## src/rtl/button_debounce.sv

```systemverilog
// Pushbutton debouncer: synchronizer, stability-count FSM, registered level and press/release pulses.
// Optional long-press pulse on o_long when BUTTON_LONGPRESS_EN is defined; otherwise o_long is 0.
module button_debounce #(
   parameter int CBITS       = 16,
   parameter int SYNC_STAGES = 2,
   parameter int LBITS       = 22
) (
   input  logic i_clk,
   input  logic i_rst_n,
   input  logic i_btn,
   output logic o_level,
   output logic o_press,
   output logic o_release,
   output logic o_long
);

   typedef enum logic [1:0] {IDLE, PRESS_WAIT, HELD, RELEASE_WAIT} state_t;

   localparam logic [CBITS-1:0] CNT_MAX = '1;

   state_t                 state;
   logic [CBITS-1:0]       cnt;
   logic [SYNC_STAGES-1:0] sync;
   logic                   btn_s;

   assign btn_s = sync[SYNC_STAGES-1];

   always_ff @(posedge i_clk or negedge i_rst_n) begin
      if (!i_rst_n) sync <= '0;
      else          sync <= {sync[SYNC_STAGES-2:0], i_btn};
   end

   // cnt is reloaded on every wait-state entry, so it never wraps
   always_ff @(posedge i_clk or negedge i_rst_n) begin
      if (!i_rst_n) begin
         state     <= IDLE;
         cnt       <= '0;
         o_level   <= 1'b0;
         o_press   <= 1'b0;
         o_release <= 1'b0;
      end else begin
         o_press   <= 1'b0;
         o_release <= 1'b0;
         case (state)
            IDLE: begin
               if (btn_s) begin
                  state <= PRESS_WAIT;
                  cnt   <= '0;
               end
            end
            PRESS_WAIT: begin
               if (!btn_s) begin
                  state <= IDLE;
               end else if (cnt == CNT_MAX) begin
                  state   <= HELD;
                  o_press <= 1'b1;
                  o_level <= 1'b1;
               end else begin
                  cnt <= cnt + 1'b1;
               end
            end
            HELD: begin
               if (!btn_s) begin
                  state <= RELEASE_WAIT;
                  cnt   <= '0;
               end
            end
            RELEASE_WAIT: begin
               if (btn_s) begin
                  state <= HELD;
               end else if (cnt == CNT_MAX) begin
                  state     <= IDLE;
                  o_release <= 1'b1;
                  o_level   <= 1'b0;
               end else begin
                  cnt <= cnt + 1'b1;
               end
            end
            default: state <= IDLE;
         endcase
      end
   end

`ifdef BUTTON_LONGPRESS_EN
   localparam logic [LBITS-1:0] LCNT_MAX = '1;

   logic [LBITS-1:0] lcnt;
   logic             press_done;

   assign press_done = (state == PRESS_WAIT) && btn_s && (cnt == CNT_MAX);

   // Cleared only on a fresh press; a bounce back from RELEASE_WAIT resumes the count
   always_ff @(posedge i_clk or negedge i_rst_n) begin
      if (!i_rst_n) begin
         lcnt   <= '0;
         o_long <= 1'b0;
      end else begin
         o_long <= 1'b0;
         if (press_done) begin
            lcnt <= '0;
         end else if (state == HELD && lcnt != LCNT_MAX) begin
            lcnt   <= lcnt + 1'b1;
            o_long <= (lcnt == LCNT_MAX - 1'b1);
         end
      end
   end
`else
   // LBITS only matters for the long-press counter; reference it so the port list stays uniform
   assign o_long = (LBITS < 0);
`endif

endmodule

```

## config.mk

```make
export PLATFORM = sky130hd
export DESIGN_NAME = button_debounce
export DESIGN_NICKNAME = d
export VERILOG_FILES = /design/src/rtl/button_debounce.sv
export SDC_FILE = /design/constraint.sdc
export NUM_CORES = 1
export LEC_CHECK = 0
export ABC_AREA = 1
export CELL_PAD_IN_SITES_DETAIL_PLACEMENT = 1
export CELL_PAD_IN_SITES_GLOBAL_PLACEMENT = 2
export CORE_AREA = 2 2 63 65
export CTS_CLUSTER_SIZE = 10
export DETAILED_ROUTE_END_ITERATION = 10
export DIE_AREA = 0 0 65 67
export DONT_BUFFER_PORTS = 1
export MAX_ROUTING_LAYER = met4
export PLACE_DENSITY_LB_ADDON = 0.25
export SKIP_LAST_GASP = 1
export SLEW_MARGIN = 20
export SYNTH_ARGS = -nofsm -noshare
export SYNTH_HDL_FRONTEND = slang
export SYNTH_SLANG_ARGS = --single-unit
export TNS_END_PERCENT = 50
```

## constraint.sdc

```tcl
create_clock -name i_clk -period 2.4 [get_ports i_clk]
set_input_delay 0.36 -clock i_clk [delete_from_list [all_inputs] [get_ports i_clk]]
set_output_delay 0.36 -clock i_clk [all_outputs]
set_load 0.02 [all_outputs]
```

# [After elaboration in Yosys (flattened, before gate mapping)]
# Index checks and enable logic that the tools add are counted.
[op_classes] eq_ne=12 add_sub_neg=1 reduce_logical=5 muxes=23
[op_table] cell="$mux 16" count=5
[op_table] cell="$pmux 16 s4" count=1
[op_table] cell="$add 16x1->16 const B" count=1
[op_table] cell="$eq 16x16->1 const B" count=1
[op_table] cell="$mux 2" count=6
[op_table] cell="$ne 2x2->1 const B" count=6
[op_table] cell="$mux 1" count=9
[op_table] cell="$pmux 2 s4" count=1
[op_table] cell="$reduce_and 4->1" count=2
[op_table] cell="$ne 3x3->1 const B" count=2
[op_table] cell="$reduce_and 5->1" count=1
[op_table] cell="$eq 2x2->1 const B" count=2
[op_table] cell="$eq 2x1->1 const B" count=1
[op_table] cell="$logic_not 2->1" count=1
[op_table] cell="$pmux 1 s2" count=1
[op_table] cell="$reduce_bool 2->1" count=1
[totals] wordCells=47 in_bits=3 output_inout_bits=4 register_bits=23

# [Logic depth before layout (Yosys ltp)]
[logic_depth] depth_word=4 ltp_mapped=10 mapped_depth_nobuf=10

# [Worst setup path after synthesis]
# No wires, ideal clock.
[synth_path] path_type="register -> register" from="reg cnt[0]" to="reg cnt[3]" period_less_slack_ns=1.529 setup_time_ns=0.078 path_stages_with_launch=11 t_arrival_ns=1.450 required_ns=2.322 setup_slack_ns=0.871 n_path_buf=1 cell_sequence="dfrtp_1 ha_1 inv_1 nor2_4 nand2_4 nor2_8 nand2_4 nand2_4 buf_8 nand2_1 o21ai_2"
[synth_between] elab_chain_len=4 word_cells_on_any_way=6 classes_between="add/sub: 1; eq/ne: 1; mux: 4"
[synth_rtl] element="from (decl)" line="22" text="logic [CBITS-1:0] cnt;"
[synth_rtl] element="from (signal assigned)" line="59" text="cnt <= cnt + 1'b1;"
[synth_rtl] element="from (signal assigned)" line="76" text="cnt <= cnt + 1'b1;"
[synth_rtl] element="$add 16x1->16 / $eq 16x16->1 (equally long branches)"
[synth_rtl] element="$mux 16 (*)" line="54, 71"
[synth_rtl] element="$mux 16, on equally long branches" line="69, 52"
[synth_rtl] element="$pmux 16 s4 (*)" line="44" text="case (state)"
# Mark *: on every way between the ends. The rest lies on a longest branch, timed or not. The select of a mux whose other input is x is not followed.
# A chain may end at the register's enable or synchronous reset.

# [Final worst setup path]
[layout_path] from="reg cnt[0]" to="reg cnt[4]"
# The elaborated chain is that of the path after synthesis.

==> flow_summary.json <==
{
  "status": "finished clean",
  "rsz0062_at_grt": "false",
  "grt-ovfl-total": 0,
  "die_area_um2": 4360,
  "cp_max_fo": 21,
  "clock_path_buffers": 2,
  "ant_nets": 0,
  "p_leak_nw": 0.669,
  "cts_inserted_buffers": 3,
  "r2r_cells": 10,
  "dr.pass1.iters": 4,
  "p_int_mw": 0.527,
  "cp-startpoint": "cnt[0]",
  "grt_pass1_wl_mm": 5.87,
  "reg2reg_slack_ns": 0.53,
  "drc_errors": 0,
  "period_share_pct": 77.7,
  "dp_slack_ns": 0.531,
  "design_area_um2": 1500,
  "syn_avg_cell_area_um2": 8.15,
  "cp.arrival_ns": 2.03,
  "clkTransAtPathRegs_ns": 0.08,
  "synth-seq-area-share_pct": 41.0,
  "die_y_um": 67,
  "postCtsSetupRepairBufs": 0,
  "gp_congestion": 0.753,
  "syn_to_final_growth_pct": 6.69,
  "crit_required_ns": 2.57,
  "drv_slew": 0,
  "fin_setup_tns_ns": 0,
  "io_buffers": 0,
  "cts_tree": "yes",
  "track_usage_pct": 18.6,
  "h-tree-depth": 1,
  "grt_start_max_net_pins": 24,
  "syn_inst": 172,
  "p_seq_share_pct": 57.8,
  "layout_commonest_cell": "nand2_1",
  "timing_hold_violations_final": 0,
  "synth_cell_types": 24,
  "max-cap-violations": 0,
  "fin_total_pwr_mw": 0.707,
  "crit_path_end": "cnt[4]",
  "vias": 1138,
  "synth_edf_count": 0,
  "io_pins": 7,
  "drt_iter0_markers": 14,
  "power_switching_mw": 0.180,
  "path_class": "reg -> reg",
  "fmax_mhz": 536,
  "ys.flop_type": "dfrtp_1",
  "place_hpwl_mm": 2.57,
  "yosys_register_bits": 23,
  "postPlaceCellArea_um2": 1420,
  "combPwrFrac_pct": 6.7,
  "fin_ws_ns": 0.535,
  "r2r-end": "cnt[4]",
  "antenna_found_initial": 0,
  "syn_area_um2": 1400,
  "ctsResizeCount": 0,
  "die_w_um": 65,
  "peakVddDrop_mv": 0.312,
  "num-fill-cells": 435,
  "crit_path_end_kind": "flip-flop",
  "fin_worst_skew_ns": 0.00449,
  "min_period_ns": 1.87,
  "ys.warnings.count": 0,
  "setup_viol": 0,
  "clkLatencyLatePin_ns": 0.27,
  "pwr-share-clk_pct": 35.4,
  "ctsRootBufferMaster": "clkbuf_8",
  "async_flop_share_pct": 100,
  "crit_path_start_kind": "flip-flop",
  "min_path_type": "in -> reg",
  "initial_utilization_pct": 38.9,
  "rows": 22,
  "cts_num_sinks": 23,
  "drive_gt1_share_pct": 19.0,
  "core_um2": 3610,
  "rr_startpoint": "cnt[0]",
  "viasPerCell": 5.13,
  "wl_per_cell_um": 15.2,
  "powerDensity_nw_per_um2": 472,
  "routed_wl_mm": 3.37,
  "finalNetCount": 179,
  "antenna_cells": 0,
  "switching_share_pct": 25.5,
  "layout_common_cells": "52 x nand2_1, 23 x dfrtp_1, 16 x inv_1",
  "syn_nets": 176,
  "grt_pass1_vias": 1255,
  "min-delay-start": "i_btn"
}
## critical path, stage by stage, from the launching register on
cell and delay [ns]:
dfrtp_1 0.47, ha_1 0.27, inv_1 0.11, nor2_4 0.16
nand2_4 0.09, nor2_8 0.14, nand2_4 0.07, nand2_4 0.23
inv_1 0.09, nand2_1 0.07, nand2_1 0.05
## sequential cells by signal (all words and copies together) (netlist names), named ones only
| register | flops |
|---|---|
| cnt | 16 |
| o_level | 1 |
| state | 1 |
| o_press | 1 |
| o_release | 1 |
| sync | 2 |
## routing by layer
layer,GRT usage (%),share of wire [%],up-vias
met5,-,0,-
met2,33.1,52,7
met4,5.59,1.2,0
met1,21.7,45,567
met3,3.04,1.8,5
li1,-,-,559
## synth_stat cells, types with 2 or more instances
cell | instances | area (um2)
inv_1 | 16 | 60.1
o21ai_0 | 2 | 10.0
xor2_1 | 4 | 35.0
nor2_4 | 3 | 33.8
nand4_1 | 8 | 50.1
o21bai_1 | 2 | 15.0
xnor2_1 | 2 | 17.5
nor3_1 | 5 | 25.0
nand2_2 | 6 | 37.5
nand2_1 | 52 | 195
nand2_4 | 3 | 33.8
buf_8 | 2 | 30.0
nand3_1 | 10 | 50.1
o21ai_2 | 13 | 114
dfrtp_1 | 23 | 576
nor2_1 | 13 | 48.8
## worst min-delay path by stage
stage                                 end  slack [ns]  cells after the start
6_report                          sync[0]        0.11                      0
5_1_grt                           sync[0]        0.09                      0
4_1_cts                           sync[0]        0.10                      0
3_5_place_dp                      cnt[15]        0.07                      0
3_3_place_gp                      cnt[15]        0.07                      0
2_1_floorplan  asynchronous set/reset pin        0.06                      0
## cell families (layout without fill, tap and decap cells)
| kind of cell | after synthesis | after routing | share of synthesized area, % |
|---|---|---|---|
| other | 1 | 1 | 0.267 |
| and+or+nand+nor | 104 | 104 | 36.8 |
| buffers and inverters | 20 | 22 | 7.32 |
| DFF | 23 | 23 | 41.0 |
| adders and majority gates | 1 | 1 | 0.892 |
| xor gates and xnor gates | 6 | 6 | 3.75 |
| AOI/OAI and AO/OA | 17 | 17 | 9.90 |
## power groups by stage
stage | Combinational, mW | Clock [mW] | Sequential [mW]
after floorplan | 0.0371 | 0 | 0.412
after global placement | 0.0348 | 0 | 0.417
after detailed placement | 0.0358 | 0 | 0.417
after CTS | 0.0497 | 0.260 | 0.409
after global routing | 0.0540 | 0.272 | 0.411
final | 0.0476 | 0.250 | 0.409
## area by class of cell
| cell class | count | area, um2 | share of cell area (%) |
|---|---|---|---|
| inverter | 16 | 60.1 | 4.01 |
| clock inverter | 1 | 5.00 | 0.334 |
| timing repair buffer | 2 | 30.0 | 2.01 |
| clock buffer | 3 | 41.3 | 2.76 |
| tap | 48 | 60.1 | 4.01 |
| multi-input combinational | 129 | 724 | 48.4 |
| sequential | 23 | 576 | 38.5 |
## stage by stage
step / instances / hold slack, ns / util (%)
6_report: 222 / 0.111 / 41.5
3_5_place_dp: 216 / 0.0653 / 39.4
4_1_cts: 222 / 0.104 / 41.5
2_1_floorplan: 172 / 0.0644 / -
3_3_place_gp: 216 / 0.0652 / 39.4
5_1_grt: 222 / 0.0942 / 41.5
## repair_timing
| action | 4_1_cts | 5_1_grt |
|---|---|---|
| hold buffers | 2 | 0 |
| setup endpoints to repair | 0 | 0 |
| endpoints found under the hold margin | 23 | 0 |
Note: power is estimated with default switching activity, not from simulation.
